**src/rtl/uart_rx.sv**
```systemverilog
// 8N1 UART receiver: 16x-oversampled, samples mid-bit, delivers each byte with
// a one-cycle rx_done strobe and a sticky-until-next-frame framing error flag.
module uart_rx #(
  parameter int DBIT    = 8,
  parameter int SB_TICK = 16
) (
  input  logic            clk,
  input  logic            reset_n,
  input  logic            baud,
  input  logic            rx,
  output logic [DBIT-1:0] d_out,
  output logic            rx_done,
  output logic            frame_err
);

  localparam int            NW     = (DBIT > 1) ? $clog2(DBIT) : 1;
  localparam logic [3:0]    S_MID  = 4'd7;
  localparam logic [3:0]    S_LAST = 4'd15;
  localparam logic [3:0]    S_STOP = 4'(SB_TICK - 1);
  localparam logic [NW-1:0] N_LAST = NW'(DBIT - 1);

  typedef enum logic [1:0] {
    IDLE  = 2'd0,
    START = 2'd1,
    DATA  = 2'd2,
    STOP  = 2'd3
  } state_t;

  state_t          state_q, state_d;
  logic [3:0]      s_q, s_d;
  logic [NW-1:0]   n_q, n_d;
  logic [DBIT-1:0] sh_q, sh_d;
  logic [DBIT-1:0] d_out_q, d_out_d;
  logic            rx_done_q, rx_done_d;
  logic            frame_err_q, frame_err_d;
  logic [1:0]      sync_q, sync_d;
  logic            rx_s;

  // Line synchronizer resets to the idle (high) level so reset never looks like a start bit.
  assign sync_d = {sync_q[0], rx};
  assign rx_s   = sync_q[1];

  // State, counters, shift register, synchronizer and registered outputs.
  always_ff @(posedge clk or negedge reset_n) begin
    if (!reset_n) begin
      state_q     <= IDLE;
      s_q         <= 4'd0;
      n_q         <= '0;
      sh_q        <= '0;
      d_out_q     <= '0;
      rx_done_q   <= 1'b0;
      frame_err_q <= 1'b0;
      sync_q      <= 2'b11;
    end else begin
      state_q     <= state_d;
      s_q         <= s_d;
      n_q         <= n_d;
      sh_q        <= sh_d;
      d_out_q     <= d_out_d;
      rx_done_q   <= rx_done_d;
      frame_err_q <= frame_err_d;
      sync_q      <= sync_d;
    end
  end

  // Frame recovery FSM; everything except the start-edge check waits for a baud tick.
  always_comb begin
    state_d     = state_q;
    s_d         = s_q;
    n_d         = n_q;
    sh_d        = sh_q;
    d_out_d     = d_out_q;
    rx_done_d   = 1'b0;
    frame_err_d = frame_err_q;
    case (state_q)
      IDLE: begin
        if (!rx_s) begin
          s_d     = 4'd0;
          state_d = START;
        end else begin
          state_d = IDLE;
        end
      end
      START: begin
        if (baud) begin
          if (s_q == S_MID) begin
            if (!rx_s) begin
              s_d     = 4'd0;
              n_d     = '0;
              state_d = DATA;
            end else begin
              state_d = IDLE;
            end
          end else begin
            s_d = s_q + 4'd1;
          end
        end else begin
          s_d = s_q;
        end
      end
      DATA: begin
        if (baud) begin
          if (s_q == S_LAST) begin
            s_d  = 4'd0;
            sh_d = {rx_s, sh_q[DBIT-1:1]};
            if (n_q == N_LAST) begin
              state_d = STOP;
            end else begin
              n_d = n_q + NW'(1);
            end
          end else begin
            s_d = s_q + 4'd1;
          end
        end else begin
          s_d = s_q;
        end
      end
      STOP: begin
        if (baud) begin
          if (s_q == S_STOP) begin
            d_out_d     = sh_q;
            rx_done_d   = 1'b1;
            frame_err_d = ~rx_s;
            state_d     = IDLE;
          end else begin
            s_d = s_q + 4'd1;
          end
        end else begin
          s_d = s_q;
        end
      end
      default: begin
        state_d = IDLE;
      end
    endcase
  end

  assign d_out     = d_out_q;
  assign rx_done   = rx_done_q;
  assign frame_err = frame_err_q;

endmodule

```
**config.mk**
```make
export PLATFORM = sky130hd
export DESIGN_NAME = uart_rx
export DESIGN_NICKNAME = d
export VERILOG_FILES = /design/src/rtl/uart_rx.sv
export SDC_FILE = /design/constraint.sdc
export NUM_CORES = 1
export LEC_CHECK = 0
export ABC_CLOCK_PERIOD_IN_PS = 2100
export CORE_ASPECT_RATIO = 0.7
export CORE_UTILIZATION = 57
export CTS_BUF_LIST = sky130_fd_sc_hd__clkbuf_4
export DETAILED_ROUTE_END_ITERATION = 12
export GPL_TIMING_DRIVEN = 0
export PLACE_DENSITY = 0.8
export SLEW_MARGIN = 5
export SYNTH_ARGS = -nofsm -noshare
export SYNTH_HDL_FRONTEND = slang
export SYNTH_SLANG_ARGS = --single-unit
```
**constraint.sdc**
```tcl
create_clock -name clk -period 2.1 [get_ports clk]
set_input_delay 0.525 -clock clk [delete_from_list [all_inputs] [get_ports clk]]
set_output_delay 0.525 -clock clk [all_outputs]
set_load 0.01 [all_outputs]
```
==> summary.md <==
| Metric | Value |
|---|---|
| Worst slew pin tran | 0.626 ns |
| Placed cells | between 150 and 200 |
| Initial antenna violation count | 0 |
| VDD IR max | about 0.00057 V |
| Max Fclk | 550 MHz |
| Full die area | 2530 sq um |
| Initial Utilization | 61.2% |
| Vias in the first global route | slightly above 900 |
| Post-synth design cell area | 1330 sq um |
| Pint | 0.000959 W |
| DR iter-0 viols | 42 |
| Crit Path Class | flip-flop to flip-flop |
| FF-to-FF path depth | 6 |
| Skew-Pair Late Insertion Delay | approximately 0.33 ns |
| Post-CTS sizing | 0 |
| Slew headroom | 58.3% |
| Crit path capture type | flip-flop |
| Synthesized flop and latch total | 29 |
| Lkg Pwr | around 0.75 nW |
| Slew Limit Fails | 0 |
| Most frequent cells in the layout | 27 x dfrtp_1, 16 x mux2_2, 12 x nand2_1 |
| Drt pass-1 iters | 5 |
| Routed len/inst | about 15 um |
| Area growth from synthesis to layout | 15.9% |
| CTS Hold Bufs | 0 |
| Maxcap violations | 0 |
| Most common cell after layout, fill and taps aside | dfrtp_1 |
| Startpoint Class | flip-flop |
| Clk_skew | 0.00766 ns |
| Synth top area share | 50.8% |
| Dominant cells by area after synthesis | dfrtp_1 51%, mux2_2 14%, dfstp_2 4.0%, o21ai_0 3.4%, nand2_1 3.4% |
| Post-CTS repair timing setup buffer count | 0 |
| Crit path arrival time | 2.00 ns |
| Final core utilization | between 70% and 80% |
| Sw Ratio | between 30% and 40% |
| Post-synth net total | 119 |
| Yosys top cell by area | dfrtp_1 |
| RSZ-0062 raised after global routing | no |
| Final Cycle Share | ~87% |
| Status | complete, no violations |
| FF-to-FF Start | n_q[0] |
| Drt drc | 0 |
| Hold Vio Cnt, Final | 0 |
| Vias | 933 |
| Final antenna-violating net count | 0 |
| Die Ht | 42.4 um |
| Layout net count | about 140 |
| Die width | 59.7 um |
| CTS root buf | clkbuf_4 |
| DP HPWL | 1710 um |
| Netlist cell types | 30 |
| CTS Buf Count | 5 |
| # H-tree levels | 2 |
| Layout cell share with drive strength beyond 1 | 27.3% |
| Clk network pwr share | 23.4% |
| Gpl congestion | 0.869 |
| Sequential area share after synthesis | a little over half |
| ANT cells | 0 |
| Final Setup Violations | 0 |
| R2R setup slack | 0.28 ns |
| Largest net degree at the start of global routing | 30 |
| Worst endpoint required time | 2.28 ns |
| Grt total ovfl | 0 |
| Total power | 0.00144 W |
| Sequential Power Share | 46.1% |
| Layout Cells excl Fill | 164 |
| I/O Buffers | 12 |
| Clock sinks | 29 |
| Comb pwr share | 30.5% |
| Net switching power | 0.000478 W |
| Clock-pin transition on the worst setup and hold timing paths | 0.09 ns |
| Number of fill cells | 176 |
| First-pass GRT wire length | 4030 um |
| Hold WC Path Type | input port to asynchronous set/reset pin |
| Synth warn | 0 |
| Synth Area per Inst | between 10 and 15 sq um |
| Fin crit period | 1.82 ns |
| DR vias/cell | about 5.7 |
| Crit-path max FO | 6 |
| Total power divided by cell area | 933 nW/um^2 |
| All-Layer GR Usage | 23.2% |
| IO Pins | 14 |
| Total routed wirelength | 2420 um |
| Max Root-Sink Buffers | 2 |
| Cell row count | 14 |
| Fin Setup TNS | 0 ns |
| Synth Instances | 112 |
| Core Area | 2170 sq um |
| CTS tree | yes |
| Reg-to-reg endpoint | n_q[2] |
## cells by family (layout without fill, tap and decap cells)
| kind of cell | count (synthesis) | after routing | share of synthesized area (%) |
|---|---|---|---|
| buffers and inverters | 14 | 34 | 5.84 |
| AND/OR/NAND/NOR | 31 | 31 | 13.7 |
| adder cells (fa/ha/maj) | 3 | 3 | 2.83 |
| flip-flops | 29 | 29 | 54.8 |
| multiplexers | 17 | 17 | 14.3 |
| AO/OA/AOI/OAI | 18 | 18 | 8.47 |
## synth_stat cells
library cell / instances
dfrtp_1: 27
mux2_2: 16
nand2_1: 12
o21ai_0: 9
inv_1: 6
buf_2: 5
ha_1: 3
nand3_1: 3
nand3b_1: 3
o22ai_1: 3
buf_6: 2
dfstp_2: 2
nand2b_1: 2
nand4_1: 2
nor2_1: 2
a211oi_1: 1
a221o_1: 1
a22o_1: 1
and3_1: 1
and3b_1: 1
buf_4: 1
mux2i_1: 1
nand3_4: 1
nor3_1: 1
nor3_4: 1
nor4_1: 1
o21ai_1: 1
o22a_1: 1
o311ai_0: 1
or4_1: 1
## per-layer routing
metal / track usage (%) / up-vias / wire [um]
met3: 9.26 / 2 / 162
met5: 0 / - / 0
li1: - / 435 / -
met1: 30.2 / 463 / 1070
met4: 10.2 / 0 / 23
met2: 34.2 / 33 / 1170
## power groups by stage
| stage | Combinational, W | Clock, W | Sequential [W] |
|---|---|---|---|
| after floorplan | 0.000333 | 0 | 0.000666 |
| after global placement | 0.000412 | 0 | 0.000667 |
| after detailed placement | 0.000435 | 0 | 0.000672 |
| after CTS | 0.000437 | 0.000350 | 0.000661 |
| after global routing | 0.000501 | 0.000370 | 0.000667 |
| final | 0.000439 | 0.000337 | 0.000662 |
## state kept, by name, summed over array words and instances, names as in the netlist, named ones only
signal and flops:
d_out 8, frame_err 1, n_q 3, rx_done 1, s_q 4, sh_q 8
state_q 1, sync_q 2
## critical path, stage by stage (launching register included)
cell,delay (ns)
dfrtp_1,0.40
ha_1,0.21
ha_1,0.20
or4_1,0.56
buf_2,0.18
nand2_1,0.07
o22ai_1,0.06
## metrics by stage
step | hold slack, ns | instance area [sq um] | setup WS, ns
detailed placement | 0.351 | 1490 | 0.0532
global route | 0.239 | 1540 | 0.169
floorplan | 0.229 | 1330 | 0.454
finish | 0.206 | 1540 | 0.283
global placement | 0.346 | 1490 | 0.0882
CTS | 0.362 | 1550 | 0.268
## layout make-up
class / count / area [sq um] / area share (%)
sequential: 29 / 728 / 47.3
multi-input combinational: 69 / 523 / 34.0
timing repair buffer: 12 / 115 / 7.47
buffer: 8 / 55.1 / 3.57
clock buffer: 7 / 52.6 / 3.41
tap: 32 / 40.0 / 2.60
inverter: 6 / 22.5 / 1.46
clock inverter: 1 / 3.75 / 0.244
## worst max-delay path by stage
stage             from  endpoint  slack (ns)
3_5_place_dp   reset_n   sh_q[5]        0.05
4_1_cts         n_q[0]    n_q[2]        0.27
5_1_grt         n_q[0]    n_q[2]        0.17
3_3_place_gp   reset_n  d_out[6]        0.09
2_1_floorplan   s_q[0]  d_out[0]        0.45
6_report        n_q[0]    n_q[2]        0.28
Power figures use the tool's default switching activity.
